### config.mk
export PLATFORM = sky130hd
export DESIGN_NAME = seq_detector_param
export DESIGN_NICKNAME = d
export VERILOG_FILES = /design/src/rtl/seq_detector_param.sv
export SDC_FILE = /design/constraint.sdc
export NUM_CORES = 1
export LEC_CHECK = 0
export CAP_MARGIN = 20
export CELL_PAD_IN_SITES_DETAIL_PLACEMENT = 0
export CELL_PAD_IN_SITES_GLOBAL_PLACEMENT = 1
export CORE_ASPECT_RATIO = 0.9
export CORE_MARGIN = 5
export CORE_UTILIZATION = 33
export DETAILED_ROUTE_END_ITERATION = 6
export PLACE_DENSITY = 0.82
export SYNTH_ARGS = -nofsm -noshare
export SYNTH_HDL_FRONTEND = slang
export SYNTH_SLANG_ARGS = --single-unit
export TNS_END_PERCENT = 1
### constraint.sdc
create_clock -name clk -period 3.55 [get_ports clk]
set_input_delay 0.71 -clock clk [delete_from_list [all_inputs] [get_ports clk]]
set_output_delay 0.71 -clock clk [all_outputs]
set_load 0.1 [all_outputs]
### src/rtl/seq_detector_param.sv
// ---------------------------------------------------------------------------
// seq_detector_param
//
// Serial bit-pattern detector. It accepts one bit per edge while in_valid is
// high and keeps the most recent PAT_LEN bits. It pulses `out` for one cycle
// whenever those bits equal the pattern register. The pattern can be reloaded
// at runtime. Overlapping or non-overlapping detection is chosen per accepted
// bit by the `overlap` input.
//
// Build option:
//   SEQ_DET_COUNT_EN : when defined, a saturating match counter drives
//                      match_count and count_clr clears it. When undefined,
//                      no counter is built, match_count is tied to 0 and
//                      count_clr is ignored.
//
// Ports:
//   clk         : clock, all state updates on the rising edge
//   reset       : synchronous active-high reset, overrides every other input
//   in          : serial data bit
//   in_valid    : `in` is accepted only on edges where this is 1
//   overlap     : 1 = overlapping detection, 0 = non-overlapping
//   pat_load    : load pat_in into the pattern register (drops this edge's bit)
//   pat_in      : new pattern, MSB is the first bit received
//   count_clr   : synchronous clear of match_count (clear then count)
//   out         : registered one-cycle match pulse
//   match_count : saturating number of matches
// ---------------------------------------------------------------------------
module seq_detector_param #(
  parameter int                 PAT_LEN = 4,
  parameter logic [PAT_LEN-1:0] PATTERN = 4'b1101,
  parameter int                 CNT_W   = 8
) (
  input  logic               clk,
  input  logic               reset,
  input  logic               in,
  input  logic               in_valid,
  input  logic               overlap,
  input  logic               pat_load,
  input  logic [PAT_LEN-1:0] pat_in,
  input  logic               count_clr,
  output logic               out,
  output logic [CNT_W-1:0]   match_count
);

  localparam int FILL_W = $clog2(PAT_LEN + 1);
  localparam logic [FILL_W-1:0] FILL_MAX = FILL_W'(PAT_LEN);

  logic [PAT_LEN-1:0] pat_q,  pat_d;
  logic [PAT_LEN-1:0] hist_q, hist_d;
  logic [FILL_W-1:0]  fill_q, fill_d;
  logic               out_q,  out_d;

  logic [PAT_LEN-1:0] nh;
  logic [FILL_W-1:0]  nf;
  logic               hit;

  // Candidate history and fill level if the current bit were accepted.
  assign nh = {hist_q[PAT_LEN-2:0], in};
  assign nf = (fill_q == FILL_MAX) ? FILL_MAX : fill_q + 1'b1;

  // NOTE: every signal written here gets a default first, so no path leaves
  // it unassigned and no latch is inferred.
  always_comb begin
    pat_d  = pat_q;
    hist_d = hist_q;
    fill_d = fill_q;
    out_d  = 1'b0;
    hit    = 1'b0;
    if (pat_load) begin
      // A load restarts detection from scratch; the bit on this edge is lost.
      pat_d  = pat_in;
      hist_d = '0;
      fill_d = '0;
    end else if (in_valid) begin
      hit    = (nf == FILL_MAX) && (nh == pat_q);
      hist_d = nh;
      out_d  = hit;
      // Non-overlapping mode forces the next match to use PAT_LEN fresh bits.
      fill_d = (hit && !overlap) ? '0 : nf;
    end
  end

  // NOTE: state registers use non-blocking assignments so every flop samples
  // the pre-edge values regardless of statement order.
  always_ff @(posedge clk) begin
    if (reset) begin
      pat_q  <= PATTERN;
      hist_q <= '0;
      fill_q <= '0;
      out_q  <= 1'b0;
    end else begin
      pat_q  <= pat_d;
      hist_q <= hist_d;
      fill_q <= fill_d;
      out_q  <= out_d;
    end
  end

  assign out = out_q;

`ifdef SEQ_DET_COUNT_EN
  logic [CNT_W-1:0] count_q, count_d;

  // Clear has priority, but a hit on the same edge still counts (result 1).
  always_comb begin
    count_d = count_q;
    if (count_clr) begin
      count_d = hit ? CNT_W'(1) : '0;
    end else if (hit && (count_q != '1)) begin
      count_d = count_q + 1'b1;
    end
  end

  always_ff @(posedge clk) begin
    if (reset) begin
      count_q <= '0;
    end else begin
      count_q <= count_d;
    end
  end

  assign match_count = count_q;
`else
  logic unused_count_clr;
  assign unused_count_clr = count_clr;
  assign match_count      = '0;
`endif

endmodule

==> results of run 1 <==
cells in the final DEF, fill, tap and decap left out:
cell,instances
xor2_1,3
or4_4,1
a311oi_1,1
clkbuf_4,3
nor2_1,7
ha_1,2
a21oi_1,2
nor3_1,1
nand3b_1,1
conb_1,8
dfxtp_1,11
clkinv_2,1
xnor2_1,1
a211o_1,4
inv_1,2
clkdlybuf4s50_1,10
nor2b_1,4
or2_1,1
mux2i_1,6
o31a_1,1
per-stage QoR:
stage / setup slack [ns] / std cells / total power (W) / hold WS (ns) / utilization (%)
after floorplan: 1.93 / 67 / 0.000193 / 0.480 / -
after global placement: 1.42 / 90 / 0.000199 / 0.508 / 39.6
after detailed placement: 1.41 / 90 / 0.000199 / 0.519 / 39.6
after CTS: 1.10 / 94 / 0.000289 / 0.537 / 41.3
after global routing: 1.09 / 94 / 0.000297 / 0.560 / 41.3
final: 1.13 / 94 / 0.000282 / 0.527 / 41.3
worst min-delay path by stage:
| stage | from | depth (start not counted) | slack, ns | to |
|---|---|---|---|---|
| 2_1_floorplan | pat_q[1] | 2 | 0.48 | pat_q[1] |
| 3_3_place_gp | pat_q[1] | 2 | 0.51 | pat_q[1] |
| 3_5_place_dp | hist_q[2] | 2 | 0.52 | hist_q[2] |
| 4_1_cts | hist_q[2] | 2 | 0.54 | hist_q[2] |
| 5_1_grt | hist_q[2] | 2 | 0.56 | hist_q[2] |
| 6_report | hist_q[2] | 2 | 0.53 | hist_q[2] |
flip-flops by register name (all words and copies together) (netlist names):
signal,cells
out,1
hist_q,3
fill_q,3
pat_q,4
cell type report:
class / instances / area, sq um
Clock inverter: 1 / 5.00
Fill cell: 190 / 967
Clock buffer: 3 / 22.5
Tap cell: 24 / 30.0
Multi-Input combinational cell: 43 / 294
Sequential cell: 11 / 220
Inverter: 2 / 7.51
Timing Repair Buffer: 10 / 100
per-layer routing:
layer  vias to the layer above  part of all wire, %
li1                        204                    -
met1                       180                   46
met2                        10                   45
met3                         2                  6.8
met4                         0                  1.8
met5                         -                    0
report_power, final:
group | internal, W | switching (W) | leakage [nW]
Combinational | 0.0000178 | 0.0000482 | 0.174
Sequential | 0.000128 | 0.00000311 | 0.0900
Clock | 0.0000417 | 0.0000434 | 0.0177
Total | 0.000187 | 0.0000947 | 0.282
cells by family (layout without fill, tap and decap cells):
logic type | Yosys count | count (layout)
AO/OA/AOI/OAI | 8 | 8
XOR/XNOR | 4 | 4
adder cells (fa/ha/maj) | 2 | 2
buffers and inverters | 13 | 16
flip-flops | 11 | 11
multiplexers | 6 | 6
other | 1 | 8
AND/OR/NAND/NOR | 15 | 15
==> impl_metrics.py, run 1 <==
metrics = {
    "run_status": {
        "status": "complete, no violations",
    },
    "clock_network": {
        "clock_path_buffers": 2,
        "cts_root_buf": "clkbuf_4",
        "clk_pin_slew_worst_paths_ns": 0.07,
        "cts_tree": "built",
        "cts_hold_buf": 0,
        "clock_sinks": 11,
        "htree_levels": 1,
        "cts_resized": 0,
        "cts_buffers": 3,
        "worstSkewPairLatency_ns": 0.27,
        "cts_setup_buffers": 0,
    },
    "critical_path": {
        "cp-start-kind": "register",
        "critPathSlowestCell": "clkdlybuf4s50_1",
        "r2r_end": "fill_q[2]",
        "cp.buffers_inverters": 1,
        "worstSetupEndpoint": "out",
        "arrival_ns": 1.71,
        "rrSetupSlack_ns": 2.01,
        "crit_cells": 1,
        "reg2reg_from": "fill_q[0]",
        "reg2reg_depth": 5,
        "crit_fanout": 1,
        "endpoint_kind": "output port",
        "critPathTopFamily": "buffers and inverters",
        "path_class": "reg2out",
        "crit_path_start": "out",
        "slowest_delay_ns": 1.13,
        "required_ns": 2.84,
        "crit_chain": "clkdlybuf4s50_1",
    },
    "global_route": {
        "gr-usage-met2_pct": 11.3,
        "grt_start_max_net_pins": 9,
        "grt_overflow": 0,
        "grt_pass1_wl_mm": 1.61,
        "grt_pass1_vias": 378,
        "antenna_found_initial": 0,
        "grtUsageMet1_pct": 10.5,
        "top_usage_layer": "met2",
        "grt_usage_pct": 8.47,
        "grt_use_met3_pct": 4.28,
    },
    "routing": {
        "drt_iter0_markers": 7,
        "vias_per_cell": 4.21,
        "firstDrtPassIters": 2,
        "wire_per_inst_microns": 10.1,
        "wirelength_microns": 952,
        "ant_nets": 0,
        "drc": 0,
        "dr_total_vias": 396,
    },
    "layout": {
        "layout-drive-gt1-share_pct": 7.14,
        "diodes": 0,
        "area_delta_synth_final_pct": 19.6,
        "nets": 84,
        "final_area_sq_um": 679,
    },
    "timing": {
        "fin_crit_sh_pct": 68.3,
        "max-slew-margin-rel_pct": 35.3,
        "tightest_slew_ns": 0.967,
        "finalHoldViolations": 0,
        "fin_crit_ns": 2.42,
        "drv_slew": 0,
        "final.setup.tns_ns": 0,
        "rsz0062_at_grt": "false",
        "fmax_mhz": 413,
        "fin_worst_skew_ns": 0.00476,
        "final-setup-viol-count": 0,
    },
    "synth": {
        "dominantRegCellSynth": "dfxtp_1",
        "synth_xor_xnor_area_share_pct": 6.17,
        "synth_edf_count": 0,
        "ys_warn_count": 0,
        "syn_avg_cell_area_sq_um": 9.47,
        "synth_compound_area_share_pct": 11.0,
        "synth_top_family_by_area": "simple AND/OR/NAND/NOR gates",
        "synth_mux_area_share_pct": 10.6,
        "synth-simple-area-share_pct": 14.3,
        "netlist_top_cells_area": "dfxtp_1 39%, mux2i_1 11%, buf_4 11%, a211o_1 6.2%, nor2_1 4.6%",
        "synth_seq_cells": 11,
        "synthAdderAreaFrac_pct": 4.41,
        "seq_area_frac_synth_pct": 38.8,
        "ys_async_sr_fraction_pct": 0,
        "synth.most_common_cell": "dfxtp_1",
        "netlist_area_sq_um": 568,
        "synth_top_cell_by_area": "dfxtp_1",
        "syn_inst": 60,
        "yosysTopAreaCellShare_pct": 38.8,
        "synth_cell_type_count": 20,
        "synthTopCellsByCount": "11 x dfxtp_1, 8 x buf_4, 7 x nor2_1",
    },
    "die": {
        "die_w_microns": 53.7,
        "floorplan.initialDensity_pct": 34.5,
        "fp.dieArea_sq_um": 2650,
        "core_area_sq_um": 1650,
        "die_h_microns": 49.4,
        "rows": 14,
        "io_pins": 20,
    },
    "hold_path": {
        "min_path_type": "reg2reg",
    },
    "run": {
        "max_cap_viol_count": 0,
    },
    "placed_design": {
        "hpwlAfterDp_microns": 733,
        "post_dp_cell_area_sq_um": 652,
        "gp_congestion": 0.691,
        "numPortBuffers": 10,
    },
    "pwr": {
        "powerDensity_nw_per_um2": 415,
        "p_leak_nw": 0.282,
        "ir_drop_mv": 0.229,
    },
}
Note: power is estimated with default switching activity, not from simulation.
==> run 2, diff against run 1 <==
--- a/config.mk
+++ b/config.mk
@@ -10,9 +10,9 @@
 export CELL_PAD_IN_SITES_GLOBAL_PLACEMENT = 1
 export CORE_ASPECT_RATIO = 0.9
 export CORE_MARGIN = 5
-export CORE_UTILIZATION = 33
+export CORE_UTILIZATION = 31
 export DETAILED_ROUTE_END_ITERATION = 6
-export PLACE_DENSITY = 0.82
+export PLACE_DENSITY = 0.78
 export SYNTH_ARGS = -nofsm -noshare
 export SYNTH_HDL_FRONTEND = slang
 export SYNTH_SLANG_ARGS = --single-unit
==> constraint.sdc (replaced) <==
create_clock -name clk -period 2.38 [get_ports clk]
set_input_delay 0.476 -clock clk [delete_from_list [all_inputs] [get_ports clk]]
set_output_delay 0.476 -clock clk [all_outputs]
set_load 0.1 [all_outputs]
==> run 2 against run 1 <==
Net effect: cell count unchanged; combinational power increased by 49%; critical path depth increased by 3; non-clock buffer count unchanged; clock skew about the same; critical endpoint is now out.
==> impl_metrics.py, run 2 (synthesis results as in run 1) <==
metrics = {
    "layout": {
        "regMostFlops": "pat_q",
        "nets": 84,
        "layout_common_cells": "11 x dfxtp_1, 9 x clkdlybuf4s50_1, 8 x conb_1",
        "layout_commonest_cell": "dfxtp_1",
        "largest_reg_flops": 4,
        "diodes": 0,
        "final_util_pct": 39.8,
        "layout-drive-gt1-share_pct": 8.57,
        "area_delta_synth_final_pct": 19.2,
        "largestRegisters": "pat_q: 4 flops, fill_q: 3 flops, hist_q: 3 flops",
    },
    "routing": {
        "vias_per_cell": 4.19,
        "wire_per_inst_microns": 9.77,
        "ant_nets": 0,
        "drt_iter0_markers": 7,
        "dr_total_vias": 394,
        "drc": 0,
        "wirelength_microns": 918,
        "firstDrtPassIters": 4,
    },
    "pwr": {
        "netSwitchingPower_w": 0.000140,
        "p_clk_share_pct": 30.1,
        "seqPwrFrac_pct": 46.5,
        "switching_share_pct": 33.4,
        "p_leak_nw": 0.284,
        "internal-power_w": 0.000279,
        "pwr-share-comb_pct": 23.4,
        "ir_drop_mv": 0.373,
        "powerDensity_nw_per_um2": 620,
    },
    "placed_design": {
        "numPortBuffers": 10,
        "gp_congestion": 0.604,
    },
    "critical_path": {
        "r2r_end": "fill_q[2]",
        "cp.buffers_inverters": 1,
        "cp-start-kind": "primary input",
        "rrSetupSlack_ns": 0.85,
        "endpoint_kind": "register",
        "worstSetupEndpoint": "out",
        "path_class": "in2reg",
        "critPathSlowestCell": "clkdlybuf4s50_1",
        "reg2reg_from": "fill_q[0]",
        "required_ns": 2.57,
        "crit_path_start": "pat_load",
        "arrival_ns": 1.78,
        "crit_cells": 4,
        "crit_chain": "clkdlybuf4s50_1, or2_1, a211o_1, nor3_1",
        "critPathTopFamily": "buffers and inverters",
        "reg2reg_depth": 5,
        "crit_fanout": 8,
        "slowest_delay_ns": 0.54,
    },
    "die": {
        "die_w_microns": 55.1,
        "io_pins": 20,
        "rows": 14,
        "die_h_microns": 50.6,
        "fp.dieArea_sq_um": 2790,
        "floorplan.initialDensity_pct": 33.4,
        "core_area_sq_um": 1700,
    },
    "clock_network": {
        "clk_pin_slew_worst_paths_ns": 0.07,
        "worstSkewPairLatency_ns": 0.27,
        "cts_buffers": 3,
        "clock_path_buffers": 2,
        "cts_setup_buffers": 0,
        "cts_tree": "built",
        "clock_sinks": 11,
        "htree_levels": 1,
        "cts_resized": 0,
        "cts_hold_buf": 0,
        "cts_root_buf": "clkbuf_4",
    },
    "timing": {
        "fin_hold_ws_ns": 0.520,
        "finalHoldViolations": 0,
        "drv_slew": 0,
        "fin_worst_skew_ns": 0.00518,
        "fin_crit_sh_pct": 66.8,
        "final.setup.tns_ns": 0,
        "final-setup-viol-count": 0,
        "fmax_mhz": 629,
        "rsz0062_at_grt": "false",
        "fin_crit_ns": 1.59,
    },
    "global_route": {
        "grt_usage_pct": 7.97,
        "grt_overflow": 0,
        "grt_start_max_net_pins": 9,
        "antenna_found_initial": 0,
        "grt_pass1_wl_mm": 1.50,
        "grt_pass1_vias": 370,
    },
    "hold_path": {
        "whs_path_depth": 2,
        "min_path_type": "reg2reg",
    },
    "run_status": {
        "status": "complete, no violations",
    },
    "run": {
        "max_cap_viol_count": 0,
    },
}
==> run 2: changes by cell type in the layout (fill, tap and decap cells not counted) <==
cell,before,now
buf_4,0,1
clkdlybuf4s50_1,10,9
==> run 2: per-layer routing <==
metal / vias up / track usage (%) / part of all wire (%)
li1: 208 / - / -
met1: 167 / 7.79 / 44
met2: 15 / 11.4 / 44
met3: 4 / 6.51 / 9.0
met4: 0 / 4.86 / 2.6
met5: - / 0 / 0
==> run 2: final cells by class <==
cell class | instances | area (sq um)
fill | 186 | 1020
multi-input combinational | 43 | 294
sequential | 11 | 220
timing repair buffer | 10 | 97.6
tap | 24 | 30.0
clock buffer | 3 | 22.5
inverter | 2 | 7.51
clock inverter | 1 | 5.00
==> run 2: worst min-delay path by stage <==
stage,startpoint,endpoint,slack (ns)
floorplan,pat_q[1],pat_q[1],0.48
detailed placement,fill_q[1],fill_q[1],0.51
finish,hist_q[2],hist_q[2],0.52
CTS,fill_q[1],fill_q[1],0.53
global placement,hist_q[2],hist_q[2],0.50
global route,hist_q[1],hist_q[1],0.57
==> run 2: power by group through the flow <==
stage          Sequential (W)  Combinational [W]  Clock (W)
2_1_floorplan        0.000198          0.0000903          0
3_3_place_gp         0.000199          0.0000980          0
3_5_place_dp         0.000199          0.0000982          0
4_1_cts              0.000195          0.0000982   0.000133
5_1_grt              0.000196           0.000103   0.000139
6_report             0.000195          0.0000983   0.000126
==> run 2: worst reg2reg max path, stage by stage, from the launching register on <==
cell and delay [ns]:
dfxtp_1 0.33, inv_1 0.06, ha_1 0.15, a21oi_1 0.09, or4_4 0.54, o31a_1 0.24
==> run 2: per-stage QoR <==
stage | total power, W | setup WS, ns | cells | area (sq um)
after global routing | 0.000438 | 0.689 | 94 | 677
after global placement | 0.000297 | 0.495 | 90 | 649
after CTS | 0.000427 | 0.792 | 94 | 677
after detailed placement | 0.000298 | 0.511 | 90 | 649
after floorplan | 0.000288 | 0.919 | 67 | 594
final | 0.000419 | 0.790 | 94 | 677
==> run 3, diff against run 2 <==
--- a/config.mk
+++ b/config.mk
@@ -10,9 +10,9 @@
 export CELL_PAD_IN_SITES_GLOBAL_PLACEMENT = 1
 export CORE_ASPECT_RATIO = 0.9
 export CORE_MARGIN = 5
-export CORE_UTILIZATION = 31
+export CORE_UTILIZATION = 28
 export DETAILED_ROUTE_END_ITERATION = 6
-export PLACE_DENSITY = 0.78
+export PLACE_DENSITY = 0.75
 export SYNTH_ARGS = -nofsm -noshare
 export SYNTH_HDL_FRONTEND = slang
 export SYNTH_SLANG_ARGS = --single-unit
==> constraint.sdc (replaced) <==
create_clock -name clk -period 1.36 [get_ports clk]
set_input_delay 0.272 -clock clk [delete_from_list [all_inputs] [get_ports clk]]
set_output_delay 0.272 -clock clk [all_outputs]
set_load 0.1 [all_outputs]
==> run 3 against run 2 <==
Net effect: the run now ends with negative setup slack left; combinational power grew 99%; clock skew shrank 0.0043 ns; register-to-register slack lost 0.85 ns; die area grew 8.6%; via count grew 12%; sequential share of layout area shrank 3.7 points; core utilization grew 0.36 points; critical path depth shrank 1; power grew 79%; first-iteration DRC count shrank 86%; hold slack gained 0.0086 ns; critical endpoint is now fill_q[2]; highest routed layer unchanged.
==> impl_metrics.py, run 3 (synthesis results as in run 1) <==
metrics = {
    "routing": {
        "dr_total_vias": 442,
        "wirelength_mm": 1.04,
        "ant_nets": 0,
        "vias_per_cell": 4.25,
        "drt_iter0_markers": 1,
        "drc": 0,
        "firstDrtPassIters": 2,
        "wire_per_inst_microns": 10.0,
    },
    "layout": {
        "layout-drive-gt1-share_pct": 26.6,
        "nets": 93,
        "instances_no_fill": 104,
        "largest_reg_flops": 4,
        "layout_common_cells": "9 x clkdlybuf4s50_1, 9 x buf_4, 8 x conb_1, 8 x dfxtp_1, 7 x nor2_1",
        "diodes": 0,
        "largestRegisters": "pat_q: 4 flops, fill_q: 3 flops, hist_q: 3 flops",
        "regMostFlops": "pat_q",
        "area_delta_synth_final_pct": 36.8,
    },
    "global_route": {
        "antenna_found_initial": 0,
        "grt_start_max_net_pins": 8,
        "grt_pass1_vias": 387,
        "grt_usage_pct": 6.92,
        "grt_overflow": 0,
        "grt_pass1_wl_mm": 1.56,
    },
    "run_status": {
        "status": "finished, violations left",
        "violations": "negative setup slack",
    },
    "critical_path": {
        "reg2reg_from": "hist_q[0]",
        "arrival_ns": 1.52,
        "slowest_delay_ns": 0.54,
        "path_class": "reg2reg",
        "cp-start-kind": "register",
        "crit_path_start": "hist_q[0]",
        "worstSetupEndpoint": "fill_q[2]",
        "critPathSlowestCell": "or4_4",
        "endpoint_kind": "register",
        "reg2reg_depth": 3,
        "cp.buffers_inverters": 0,
        "required_ns": 1.51,
        "rrSetupSlack_ns": -0.002,
        "r2r_end": "fill_q[2]",
        "crit_fanout": 2,
        "critPathTopFamily": "simple AND/OR/NAND/NOR gates",
        "crit_cells": 3,
        "crit_chain": "xor2_1, or4_4, o31a_1",
    },
    "clock_network": {
        "clk_pin_slew_worst_paths_ns": 0.06,
        "worstSkewPairLatency_ns": 0.26,
        "cts_hold_buf": 0,
        "clock_sinks": 11,
        "htree_levels": 1,
        "cts_setup_buffers": 0,
        "clock_path_buffers": 2,
        "cts_root_buf": "clkbuf_4",
        "cts_tree": "built",
        "cts_buffers": 3,
    },
    "pwr": {
        "p_clk_share_pct": 28.5,
        "internal-power_w": 0.000511,
        "seqPwrFrac_pct": 45.4,
        "pwr-share-comb_pct": 26.1,
        "switching_share_pct": 31.9,
        "powerDensity_nw_per_um2": 966,
        "p_leak_nw": 0.332,
        "ir_drop_mv": 0.553,
        "p_total_w": 0.000750,
        "netSwitchingPower_w": 0.000239,
    },
    "die": {
        "core_area_sq_um": 1930,
        "die_w_microns": 57.5,
        "floorplan.initialDensity_pct": 29.4,
        "rows": 15,
        "fp.dieArea_sq_um": 3030,
        "die_h_microns": 52.7,
        "io_pins": 20,
    },
    "run": {
        "max_cap_viol_count": 0,
    },
    "placed_design": {
        "hpwlAfterDp_microns": 853,
        "dp.cells": 100,
        "numPortBuffers": 10,
        "gp_congestion": 0.664,
    },
    "timing": {
        "finalHoldViolations": 0,
        "rsz0062_at_grt": "true",
        "final-setup-viol-count": 1,
        "fin_crit_sh_pct": 100,
        "fin_worst_skew_ns": 0.000900,
        "fin_hold_ws_ns": 0.528,
        "fin_crit_ns": 1.36,
        "finalWorstSetupSlack_ns": -0.00157,
        "fmax_mhz": 734,
        "drv_slew": 0,
    },
    "hold_path": {
        "min_path_type": "reg2reg",
    },
}
## run 3: changes by cell type in the layout (fill, tap and decap cells not counted), moves of 2 or more
cell	before	now
inv_1	2	0
dfxtp_2	0	3
dfxtp_1	11	8
buf_4	1	9
inv_2	0	2
## run 3: worst min-delay path, cell delays in order (launching register included)
cell and delay, ns:
dfxtp_1 0.35, mux2i_1 0.07, nor2_1 0.07
## run 3: cell type report
| class | count | area [sq um] |
|---|---|---|
| Inverter | 2 | 7.51 |
| Multi-Input combinational cell | 43 | 310 |
| Sequential cell | 11 | 224 |
| Tap cell | 25 | 31.3 |
| Timing Repair Buffer | 19 | 178 |
| Fill cell | 189 | 1160 |
| Clock buffer | 4 | 26.3 |
## run 3: timing repair
action | in CTS | in global routing
pin swaps | 0 | 0
resized for setup | 0 | 6
endpoints found under the setup margin | 1 | 2
cloned | 0 | 0
## run 3: how the worst min path moves through the flow
stage / start / end / slack [ns] / depth (start not counted)
after floorplan: reset / pat_q[1] / 0.34 / 1
after global placement: hist_q[2] / hist_q[2] / 0.50 / 2
after detailed placement: pat_q[1] / pat_q[1] / 0.52 / 2
after CTS: pat_q[1] / pat_q[1] / 0.53 / 2
after global routing: pat_q[1] / pat_q[1] / 0.57 / 2
final: pat_q[1] / pat_q[1] / 0.53 / 2
## run 3: stage by stage
step | utilization (%) | cell area, sq um | setup WS (ns) | setup TNS (ns)
6_report | 40.2 | 777 | -0.00157 | -0.00157
3_5_place_dp | 38.0 | 734 | -0.0520 | -0.0805
2_1_floorplan | - | 598 | 0.0158 | 0
4_1_cts | 39.4 | 761 | -0.0308 | -0.0308
3_3_place_gp | 38.0 | 734 | -0.0454 | -0.0601
5_1_grt | 40.2 | 777 | -0.0499 | -0.0499
## run 3: power by group through the flow
stage / clock network (W) / logic [W] / registers, W
after global routing: 0.000241 / 0.000207 / 0.000342
final: 0.000214 / 0.000196 / 0.000341
after global placement: 0 / 0.000190 / 0.000348
after CTS: 0.000227 / 0.000192 / 0.000340
after detailed placement: 0 / 0.000192 / 0.000348
after floorplan: 0 / 0.000158 / 0.000347
## run 3: metal layers
layer / routed length [microns] / up-vias / track usage [%]
met2: 487 / 14 / 10.9
met5: 0 / - / 0
met3: 97 / 4 / 4.19
li1: - / 224 / -
met1: 437 / 200 / 7.67
met4: 18 / 0 / 2.32
